--- src/rtl/kmeans_pkg.sv ---
// Shared constants, FSM state encoding and per-cluster statistics record
// for the two-cluster K-means statistics stage.
package kmeans_pkg;

    localparam int unsigned N_SAMPLES = 8;
    localparam int unsigned DATA_W    = 8;
    localparam int unsigned CNT_W     = $clog2(N_SAMPLES + 1);
    localparam int unsigned SUM_W     = DATA_W + $clog2(N_SAMPLES);
    localparam int unsigned IDX_W     = $clog2(N_SAMPLES);

    typedef enum logic [1:0] {
        IDLE,
        ACCUM,
        DIV,
        DONE
    } state_t;

    typedef struct packed {
        logic [CNT_W-1:0]  cnt;
        logic [SUM_W-1:0]  sum;
        logic [DATA_W-1:0] mean;
        logic [DATA_W-1:0] min;
        logic [DATA_W-1:0] max;
        logic              empty;
    } cluster_stats_t;

    // Accumulator state at the start of a frame: min saturated high so the
    // first sample always replaces it.
    function automatic cluster_stats_t stats_clear();
        cluster_stats_t r;
        r     = '0;
        r.min = '1;
        return r;
    endfunction

    // Fold one sample into a cluster's running count/sum/extremes.
    function automatic cluster_stats_t stats_add(input cluster_stats_t s,
                                                 input logic [DATA_W-1:0] x);
        cluster_stats_t r;
        r     = s;
        r.cnt = s.cnt + 1'b1;
        r.sum = s.sum + SUM_W'(x);
        if (x < s.min) r.min = x;
        if (x > s.max) r.max = x;
        return r;
    endfunction

    // Final record: attach the mean and zero the extremes of an empty cluster.
    function automatic cluster_stats_t stats_final(input cluster_stats_t acc,
                                                   input logic [DATA_W-1:0] q);
        cluster_stats_t r;
        r       = acc;
        r.mean  = q;
        r.empty = (acc.cnt == '0);
        if (acc.cnt == '0) begin
            r.min = '0;
            r.max = '0;
        end
        return r;
    endfunction

endpackage

--- src/rtl/kmeans_serial_div.sv ---
// Restoring serial divider with a fixed latency of DIVIDEND_W steps.
// The first step is taken on the start edge using the input operands, so the
// final quotient appears on `quotient` while `done` is high (combinational)
// and is valid to capture on that same edge. Divide-by-zero yields 0.
module kmeans_serial_div
    import kmeans_pkg::*;
#(
    parameter int unsigned DIVIDEND_W = SUM_W,
    parameter int unsigned DIVISOR_W  = CNT_W,
    parameter int unsigned QUOT_W     = DATA_W
) (
    input  logic                  clk,
    input  logic                  rst_n,
    input  logic                  start,
    input  logic [DIVIDEND_W-1:0] dividend,
    input  logic [DIVISOR_W-1:0]  divisor,
    output logic [QUOT_W-1:0]     quotient,
    output logic                  done
);

    localparam int unsigned STEP_W = $clog2(DIVIDEND_W);

    logic [DIVISOR_W-1:0]  rem;
    logic [DIVIDEND_W-1:0] shq;
    logic [DIVISOR_W-1:0]  dsr;
    logic [STEP_W-1:0]     step;
    logic                  busy;

    logic [DIVISOR_W-1:0]  cur_rem;
    logic [DIVIDEND_W-1:0] cur_q;
    logic [DIVISOR_W-1:0]  cur_dsr;
    logic [DIVISOR_W:0]    trial;
    logic                  take;
    logic [DIVISOR_W-1:0]  rem_nxt;
    logic [DIVIDEND_W-1:0] q_nxt;

    // One restoring step; operands come from the ports on the start cycle.
    always_comb begin
        cur_rem = start ? '0 : rem;
        cur_q   = start ? dividend : shq;
        cur_dsr = start ? divisor : dsr;
        trial   = {cur_rem, cur_q[DIVIDEND_W-1]};
        take    = (cur_dsr != '0) && (trial >= {1'b0, cur_dsr});
        rem_nxt = take ? DIVISOR_W'(trial - {1'b0, cur_dsr}) : trial[DIVISOR_W-1:0];
        q_nxt   = {cur_q[DIVIDEND_W-2:0], take};
    end

    assign quotient = q_nxt[QUOT_W-1:0];
    assign done     = busy && (step == STEP_W'(DIVIDEND_W - 1));

    // Shift register holds remaining dividend bits and the growing quotient.
    always_ff @(posedge clk) begin
        if (!rst_n) begin
            rem  <= '0;
            shq  <= '0;
            dsr  <= '0;
            step <= '0;
            busy <= 1'b0;
        end else if (start) begin
            rem  <= rem_nxt;
            shq  <= q_nxt;
            dsr  <= divisor;
            step <= STEP_W'(1);
            busy <= 1'b1;
        end else if (busy) begin
            rem  <= rem_nxt;
            shq  <= q_nxt;
            step <= step + 1'b1;
            if (done) busy <= 1'b0;
        end
    end

endmodule

--- src/rtl/kmeans_cluster_stats.sv ---
// Per-cluster statistics (count, sum, floor mean, min, max) for one frame of
// samples with 1-bit cluster assignments. Samples are walked serially, then
// both means are computed by two parallel serial dividers.
module kmeans_cluster_stats
    import kmeans_pkg::*;
(
    input  logic                          clk,
    input  logic                          rst_n,
    input  logic                          in_valid,
    output logic                          in_ready,
    input  logic [N_SAMPLES*DATA_W-1:0]   in_data,
    input  logic [N_SAMPLES-1:0]          in_assign,
    output logic                          out_valid,
    input  logic                          out_ready,
    output logic [CNT_W-1:0]              cnt0,
    output logic [CNT_W-1:0]              cnt1,
    output logic [SUM_W-1:0]              sum0,
    output logic [SUM_W-1:0]              sum1,
    output logic [DATA_W-1:0]             mean0,
    output logic [DATA_W-1:0]             mean1,
    output logic [DATA_W-1:0]             min0,
    output logic [DATA_W-1:0]             max0,
    output logic [DATA_W-1:0]             min1,
    output logic [DATA_W-1:0]             max1,
    output logic                          empty0,
    output logic                          empty1
);

    state_t state, state_nxt;

    logic [N_SAMPLES*DATA_W-1:0] data_q;
    logic [N_SAMPLES-1:0]        asg_q;
    logic [IDX_W-1:0]            idx;
    logic [DATA_W-1:0]           sample;

    cluster_stats_t acc0, acc1;
    cluster_stats_t res0, res1;

    logic              div_start;
    logic [DATA_W-1:0] q0, q1;
    logic              done0, done1;

    logic accept, last_sample, div_finish, handshake;

    assign sample = data_q[DATA_W-1:0];

    // State register.
    always_ff @(posedge clk) begin
        if (!rst_n) state <= IDLE;
        else        state <= state_nxt;
    end

    // Next-state logic.
    always_comb begin
        state_nxt = state;
        case (state)
            IDLE:    if (accept)      state_nxt = ACCUM;
            ACCUM:   if (last_sample) state_nxt = DIV;
            DIV:     if (div_finish)  state_nxt = DONE;
            DONE:    if (handshake)   state_nxt = IDLE;
            default:                  state_nxt = IDLE;
        endcase
    end

    // Control strobes decoded from state and handshakes.
    always_comb begin
        accept      = (state == IDLE) && in_valid && in_ready;
        last_sample = (state == ACCUM) && (idx == IDX_W'(N_SAMPLES - 1));
        div_finish  = (state == DIV) && done0 && done1;
        handshake   = (state == DONE) && out_valid && out_ready;
    end

    // Frame capture and serial accumulation; samples are shifted out LSB first.
    always_ff @(posedge clk) begin
        if (!rst_n) begin
            data_q    <= '0;
            asg_q     <= '0;
            idx       <= '0;
            acc0      <= '0;
            acc1      <= '0;
            div_start <= 1'b0;
        end else begin
            div_start <= last_sample;
            if (accept) begin
                data_q <= in_data;
                asg_q  <= in_assign;
                idx    <= '0;
                acc0   <= stats_clear();
                acc1   <= stats_clear();
            end else if (state == ACCUM) begin
                data_q <= data_q >> DATA_W;
                asg_q  <= asg_q >> 1;
                idx    <= idx + 1'b1;
                if (asg_q[0]) acc1 <= stats_add(acc1, sample);
                else          acc0 <= stats_add(acc0, sample);
            end
        end
    end

    kmeans_serial_div #(
        .DIVIDEND_W (SUM_W),
        .DIVISOR_W  (CNT_W),
        .QUOT_W     (DATA_W)
    ) u_div0 (
        .clk      (clk),
        .rst_n    (rst_n),
        .start    (div_start),
        .dividend (acc0.sum),
        .divisor  (acc0.cnt),
        .quotient (q0),
        .done     (done0)
    );

    kmeans_serial_div #(
        .DIVIDEND_W (SUM_W),
        .DIVISOR_W  (CNT_W),
        .QUOT_W     (DATA_W)
    ) u_div1 (
        .clk      (clk),
        .rst_n    (rst_n),
        .start    (div_start),
        .dividend (acc1.sum),
        .divisor  (acc1.cnt),
        .quotient (q1),
        .done     (done1)
    );

    // Registered outputs; results persist after the handshake until the next frame.
    always_ff @(posedge clk) begin
        if (!rst_n) begin
            res0      <= '0;
            res1      <= '0;
            out_valid <= 1'b0;
            in_ready  <= 1'b0;
        end else begin
            in_ready <= (state_nxt == IDLE);
            if (div_finish) begin
                res0      <= stats_final(acc0, q0);
                res1      <= stats_final(acc1, q1);
                out_valid <= 1'b1;
            end else if (handshake) begin
                out_valid <= 1'b0;
            end
        end
    end

    assign cnt0   = res0.cnt;
    assign sum0   = res0.sum;
    assign mean0  = res0.mean;
    assign min0   = res0.min;
    assign max0   = res0.max;
    assign empty0 = res0.empty;
    assign cnt1   = res1.cnt;
    assign sum1   = res1.sum;
    assign mean1  = res1.mean;
    assign min1   = res1.min;
    assign max1   = res1.max;
    assign empty1 = res1.empty;

endmodule

--- config.mk ---
export PLATFORM = sky130hd
export DESIGN_NAME = kmeans_cluster_stats
export DESIGN_NICKNAME = d
export VERILOG_FILES = /design/src/rtl/kmeans_pkg.sv /design/src/rtl/kmeans_serial_div.sv /design/src/rtl/kmeans_cluster_stats.sv
export SDC_FILE = /design/constraint.sdc
export NUM_CORES = 1
export LEC_CHECK = 0
export CORE_ASPECT_RATIO = 0.6
export CORE_MARGIN = 4
export CORE_UTILIZATION = 60
export CTS_BUF_LIST = sky130_fd_sc_hd__clkbuf_16
export CTS_CLUSTER_DIAMETER = 60
export CTS_CLUSTER_SIZE = 28
export DETAILED_ROUTE_END_ITERATION = 6
export PLACE_DENSITY = 0.92
export SYNTH_ARGS = -nofsm -noshare
export SYNTH_HDL_FRONTEND = slang
export SYNTH_SLANG_ARGS = --single-unit
--- constraint.sdc ---
create_clock -name clk -period 5.3 [get_ports clk]
set_input_delay 1.06 -clock clk [delete_from_list [all_inputs] [get_ports clk]]
set_output_delay 1.06 -clock clk [all_outputs]
set_load 0.02 [all_outputs]
; Word level (Yosys, flattened, before mapping)
; Cells that the tools add are included.
; Widths: inputs -> output; s select.
[totals]
reg_bits = 270
in_bits = 76
ram_bits = 0
n_memories = 0
rom_bits = 0
latch_bits = 0
word_cells = 144
[classes]
mux = 49
bitwise = 2
eq_ne = 7
div_mod_pow = 0
n_addsub = 9
multipliers = 0
n_reduce_logical = 32
shifts = 0
n_lt_le_gt_ge = 6
[ops]
columns = operator, n
row1 = $mux 64, 2
row2 = $mux 17, 6
row3 = $mux 11, 6
row4 = $mux 8, 6
row5 = $mux 4, 10
row6 = $mux 16, 2
row7 = $add 11x8->11, 2
row8 = $add 4x1->4 const B, 4
row9 = $gt 8x8->1, 2
row10 = $lt 8x8->1, 2
row11 = $reduce_bool 2->1, 7
row12 = $mux 1, 12
row13 = $reduce_and 3->1, 4
row14 = $logic_and 1x1->1, 11
row15 = $ge 5x4->1, 2
row16 = $eq 4x4->1 const B, 2
row17 = $logic_not 4->1, 2
row18 = $mux 2, 4
row19 = $pmux 2 s4, 1
row20 = $reduce_bool 4->1, 2
row21 = $sub 4x4->4, 2
row22 = $eq 2x2->1 const B, 2
row23 = $logic_not 2->1, 2
row24 = $reduce_and 2->1, 2
row25 = 6 further kinds, 8

; Logic depth before layout (Yosys ltp)
[logic_depth]
ltp_word = 7
depth_mapped = 11
mapped_depth_nobuf = 8

; Modules after synthesis
; Synthesis repeated with hierarchy kept, for this count alone.
[unflattened]
hier_cells = 1429
hier_area_um2 = 12786.0
[modules_own_cells]
columns = module, seq_area_each_um2, cells_per_inst, n_inst, area_per_inst_um2
row1 = kmeans_cluster_stats, 4444.3, 1140, 1, 10040.9
row2 = kmeans_serial_div (u_div0), 480.5, 153, 1, 1403.8
row3 = kmeans_serial_div (u_div1), 480.5, 136, 1, 1341.3

; Least setup slack after synthesis
; Ideal clock, no wire load.
[synth_path]
kind = register to register
startpoint = reg div_start
endpoint = reg u_div0.rem[0]
path_buffers = 4
path_slack_ns = 2.461
stages_incl_launch_ff = 11
setup_ns = 0.106
arrival_time_ns = 2.733
required_time_ns = 5.194
cell_sequence = dfxtp_1 > buf_2 > buf_1 > buf_1 > mux2i_1 > ha_1 > nand2b_1 > a21oi_1 > o31a_1 > clkbuf_1 > o311ai_0
[synth_via]
elab_chain_cells = 6
elab_cells_between_ends = 11
[synth_rtl]
columns = element, line
row1 = "start, declared", kmeans_cluster_stats.sv:39  ; logic div_start;
row2 = "start signal, assigned", kmeans_cluster_stats.sv:83  ; div_start <= last_sample;
row3 = $mux 11 (tied with other cells), kmeans_serial_div.sv:40  ; cur_q = start ? dividend : shq;
row4 = $ge 5x4->1 or $reduce_bool 4->1 (tied branches), kmeans_serial_div.sv:43  ; take = (cur_dsr != '0) && (trial >= {1'b0, cur_dsr});
row5 = $logic_and 1x1->1, kmeans_serial_div.sv:43
row6 = $mux 4, kmeans_serial_div.sv:44  ; rem_nxt = take ? DIVISOR_W'(trial - {1'b0, cur_dsr}) : trial[DIVISOR_W-1:0];
row7 = $mux 4, kmeans_serial_div.sv:65  ; end else if (busy) begin
row8 = $mux 4, kmeans_serial_div.sv:59  ; end else if (start) begin
row9 = "end signal, assigned", kmeans_serial_div.sv:60  ; rem <= rem_nxt;
row10 = "end signal, assigned", kmeans_serial_div.sv:66  ; rem <= rem_nxt;
row11 = "end, declared", kmeans_serial_div.sv:23  ; logic [DIVISOR_W-1:0] rem;
; Parallel ways exist; a longest one is shown, timed or not. The select of a mux whose other input is x is not followed.
; A chain may end at the register's enable or synchronous reset.

; Worst setup path after layout
[layout_path]
startpoint = reg div_start
endpoint = reg u_div1.rem[3]
[layout_via]
elab_chain_cells = 6
elab_cells_between_ends = 11
[layout_rtl]
columns = element, line
row1 = $mux 11 (tied with other cells), kmeans_serial_div.sv:40
row2 = $ge 5x4->1 or $reduce_bool 4->1 (tied branches), kmeans_serial_div.sv:43
row3 = $logic_and 1x1->1, kmeans_serial_div.sv:43
row4 = $mux 4, kmeans_serial_div.sv:44
row5 = $mux 4, kmeans_serial_div.sv:65
row6 = $mux 4, kmeans_serial_div.sv:59
row7 = "end signal, assigned", kmeans_serial_div.sv:60
row8 = "end signal, assigned", kmeans_serial_div.sv:66
row9 = "end, declared", kmeans_serial_div.sv:23
; Parallel ways exist; a longest one is shown, timed or not. The select of a mux whose other input is x is not followed.

==> results by stage <==
Worst setup path:
- The reg-to-reg critical path startpoint is div_start.
- STA puts the critical path data required time at 5.68 ns.
- The largest driver fanout on the critical path is 59.
- STA classifies the critical path startpoint as a flip-flop.
- The critical path is of the reg2reg type.
- The data arrival at the endpoint of the critical path is 3.53 ns.
- The capturing element type of the critical path is a flip-flop.
- The number of cells on the worst reg-to-reg path is 6.
- The endpoint identified for the worst register-to-register timing path is u_div1.rem[3].
- The register-to-register setup slack is 2.16 ns.

Route:
- The detail route stage leaves a number of antenna-violating nets equal to 0.
- Dividing the detail-routed wire length by the instance count gives 17.5 um.
- The number of remaining DRC errors is 0.
- The final wirelength is 31600 um.
- Using the TritonRoute via totals, the vias-per-cell ratio works out to 5.94.
- The violation count after the first detailed-route iteration is 1162.
- Across all layers, the routed design uses 10700 vias.
- The number of detailed-route iterations in the first pass is 6.

Final layout:
- The number of nets in the layout is 1672.
- The layout has 1454 filler cells.
- The top cell types in the final layout, fill and taps aside, are sky130_fd_sc_hd__dfxtp_1 (269), sky130_fd_sc_hd__nand2_1 (263), sky130_fd_sc_hd__a21oi_1 (169).
- The library cell used most frequently in the layout, excluding fill and tap cells, is sky130_fd_sc_hd__dfxtp_1.
- The fraction of layout cells with a size suffix above 1 is 3.65%.
- Relative to the synthesized area, the layout overhead comes to 17.0%.

Global routing:
- Summed over all layers, the global routing overflow is 0.
- The first global-routing pass estimated 51700 um of wire.
- In the global route stage, overall resource usage came out at 27.2%.
- The initial antenna violation count was 0.
- Entering global routing, the biggest net connects 90 pins.
- The number of global-route vias before repair was 10100.

Synthesis:
- The synthesized netlist occupies a cell area of 0.0122 mm^2.
- The Yosys warning count is 0.
- Summed over its instances, the top area cell type makes up 44.3% of the synthesized netlist area.
- The mean instance size in the synthesized netlist is 8.46 um^2.
- By area the synthesized netlist is led by sky130_fd_sc_hd__dfxtp_1 (44%), sky130_fd_sc_hd__nand2_1 (8.1%), sky130_fd_sc_hd__a21oi_1 (6.9%).
- The most used flip-flop cell after synthesis is sky130_fd_sc_hd__dfxtp_1.
- The post-synthesis sequential element count is 270.
- The post-synth net total is 1586.
- sky130_fd_sc_hd__dfxtp_1 takes more of the synthesized area than any other cell.
- The fraction of registers with async set or reset after synthesis is 0%.
- Yosys mapped a number of flops with a built-in enable equal to 0.
- Synthesis produced 1442 cells.
- The distinct cell type count of the synthesized netlist is 59.
- The share of the Yosys chip area taken by registers is 44.3%.

Outcome:
- The run finished with clean final reports.

Floorplanning:
- The initial utilization of the core area, before any placement, comes to 61.1%.
- The die covers 0.0228 mm^2.
- The floorplan has 40 rows.
- Pin placement for this block handled 158 I/O pins.
- The floorplan step defined a core boundary enclosing 0.0200 mm^2.
- The floorplan step set the die height to 118 um.
- The horizontal die dimension is 192 um.

Placed design:
- The post-detailed-placement half-perimeter wirelength is 22100 um.
- During placement, the flow inserted port buffers numbering 157.
- The final RePlAce weighted congestion is 0.916.

Power:
- In this run the power density over the cells is 258 mW/mm^2.
- The largest vdd supply drop is 0.184 mV.
- The cell leakage power is 5.15 nW.
- Total power for the finished layout comes to 3.68 mW.

Hold path:
- The number of cells traversed by the worst hold path is 2.
- The worst hold path belongs to the class reg2reg.
- The startpoint of the worst hold path is mean1[0].
- The worst hold path terminates at mean1[0].

STA:
- The total negative slack for setup checks is 0 ns.
- Setup repair after global routing left no endpoint under its margin.
- The worst path in the final design needs a cycle of 3.14 ns, including I/O delays and setup.
- The remaining max-slew budget at the tightest pin is 24.5%.
- The achievable clock frequency is 318 MHz.
- The share of the clock period used by the worst path after layout is 59.3%.
- The final max-slew violation count was 0.
- Setup violations remaining at the end of the flow were counted as 0.
- On the final layout, the worst clock skew is 0.0180 ns.
- For the pin with the worst max-slew slack, the measured transition is 1.13 ns.
- The count of final hold-check violations is 0.

CTS:
- The clock buffer count from CTS is 14.
- Gates resized during post-CTS repair numbered 0.
- Buffers inserted to repair hold after CTS numbered 0.
- In this run the number of H-tree levels came out at 1.
- The clock drives 270 sinks.
- TritonCTS built the clock tree.
- The post-CTS setup buffer count is 0.
- After clock tree synthesis, the clock-pin slew on the worst setup and hold paths is 0.10 ns.
- Clock tree synthesis selected as its root buffer the cell sky130_fd_sc_hd__clkbuf_16.
- The longest clock path from root to sink contains 3 buffers.
- The clock insertion delay at the later pin of the skew report is 0.50 ns.

Flow run:
- The number of max-capacitance violations reported is 0.
-- per-layer routing --
metal,wire length [um],GRT usage (%),vias to the layer above
met5,0,0,-
met4,755,6.90,0
met3,2730,5.22,71
met2,13700,40.6,447
met1,14400,40.4,5044
li1,-,-,5168
-- power by group --
part	switching [mW]	leakage (nW)	internal [mW]
Clock	0.673	0.214	0.530
Sequential	0.0476	2.18	2.07
Combinational	0.206	2.76	0.152
Total	0.927	5.15	2.76
-- area by class of cell --
type                       instances  area (um^2)  area share, %
antenna                            1         2.50         0.0175
timing repair buffer             168         1670           11.7
inverter                          58          223           1.56
multi-input combinational       1016         6190           43.4
sequential                       270         5410           37.9
clock inverter                     6         56.3          0.395
tap                              273          342           2.39
clock buffer                      15          375           2.63
-- sequential cells by signal, summed over array words and instances, names as in the netlist, 8 cells and up --
signal,count
acc1,31
acc0,31
data_q,64
mean1,8
sum0,11
u_div0.shq,11
u_div1.shq,11
sum1,11
max0,8
min1,8
min0,8
mean0,8
max1,8
asg_q,8
-- how the worst max path moves through the flow --
stage	from	endpoint	slack, ns	cells after the start
after CTS	div_start	u_div1.rem[3]	2.21	6
final	div_start	u_div1.rem[3]	2.16	6
after global placement	rst_n	acc0[31]	1.98	6
after detailed placement	rst_n	acc1[32]	1.88	5
after global routing	div_start	u_div1.rem[3]	1.87	6
after floorplan	div_start	u_div0.rem[0]	2.46	10
-- cells by family (layout without fill, tap and decap cells) --
| kind of cell | Yosys count | after routing | synth area share, % |
|---|---|---|---|
| AND/OR/NAND/NOR | 476 | 476 | 16.7 |
| AO/OA/AOI/OAI | 376 | 376 | 18.9 |
| flip-flops | 270 | 270 | 44.3 |
| buffers and inverters | 156 | 247 | 5.12 |
| multiplexers | 73 | 73 | 6.03 |
| adder cells (fa/ha/maj) | 68 | 68 | 7.22 |
| XOR/XNOR | 23 | 23 | 1.65 |
| other | 0 | 1 | 0 |
-- Yosys cell counts (4+ instances only) --
cell,n
sky130_fd_sc_hd__a211oi_1,7
sky130_fd_sc_hd__a21o_1,7
sky130_fd_sc_hd__a21oi_1,169
sky130_fd_sc_hd__a22oi_1,97
sky130_fd_sc_hd__and2_1,6
sky130_fd_sc_hd__and3_1,4
sky130_fd_sc_hd__buf_1,13
sky130_fd_sc_hd__buf_2,16
sky130_fd_sc_hd__clkbuf_1,66
sky130_fd_sc_hd__dfxtp_1,270
sky130_fd_sc_hd__fa_1,4
sky130_fd_sc_hd__ha_1,64
sky130_fd_sc_hd__inv_1,58
sky130_fd_sc_hd__mux2_2,4
sky130_fd_sc_hd__mux2i_1,69
sky130_fd_sc_hd__nand2_1,263
sky130_fd_sc_hd__nand2b_1,10
sky130_fd_sc_hd__nand3_1,29
sky130_fd_sc_hd__nand4_1,16
sky130_fd_sc_hd__nor2_1,106
sky130_fd_sc_hd__nor2b_1,9
sky130_fd_sc_hd__nor3_1,8
sky130_fd_sc_hd__o211ai_1,5
sky130_fd_sc_hd__o21a_1,4
sky130_fd_sc_hd__o21ai_0,60
sky130_fd_sc_hd__or2_2,4
sky130_fd_sc_hd__or3_1,6
sky130_fd_sc_hd__xnor2_1,10
sky130_fd_sc_hd__xor2_1,13
-- metrics by stage --
stage / setup slack (ns) / cell area (um^2) / util, % / std cells / hold slack, ns
5_1_grt: 1.87 / 14300 / 71.4 / 1806 / 0.473
4_1_cts: 2.21 / 14200 / 71.3 / 1805 / 0.459
3_3_place_gp: 1.98 / 13800 / 69.1 / 1784 / 0.439
6_report: 2.16 / 14300 / 71.5 / 1807 / 0.456
3_5_place_dp: 1.88 / 13800 / 69.1 / 1784 / 0.446
2_1_floorplan: 2.46 / 12200 / - / 1442 / 0.436
-- critical path, stage by stage (launching register included) --
cell	delay, ns
sky130_fd_sc_hd__dfxtp_2	1.08
sky130_fd_sc_hd__mux2i_1	0.47
sky130_fd_sc_hd__ha_1	0.32
sky130_fd_sc_hd__nor2b_1	0.15
sky130_fd_sc_hd__o211ai_1	0.26
sky130_fd_sc_hd__a31oi_2	0.29
sky130_fd_sc_hd__o311ai_0	0.42
No activity file was read; power rests on OpenSTA's default activity.
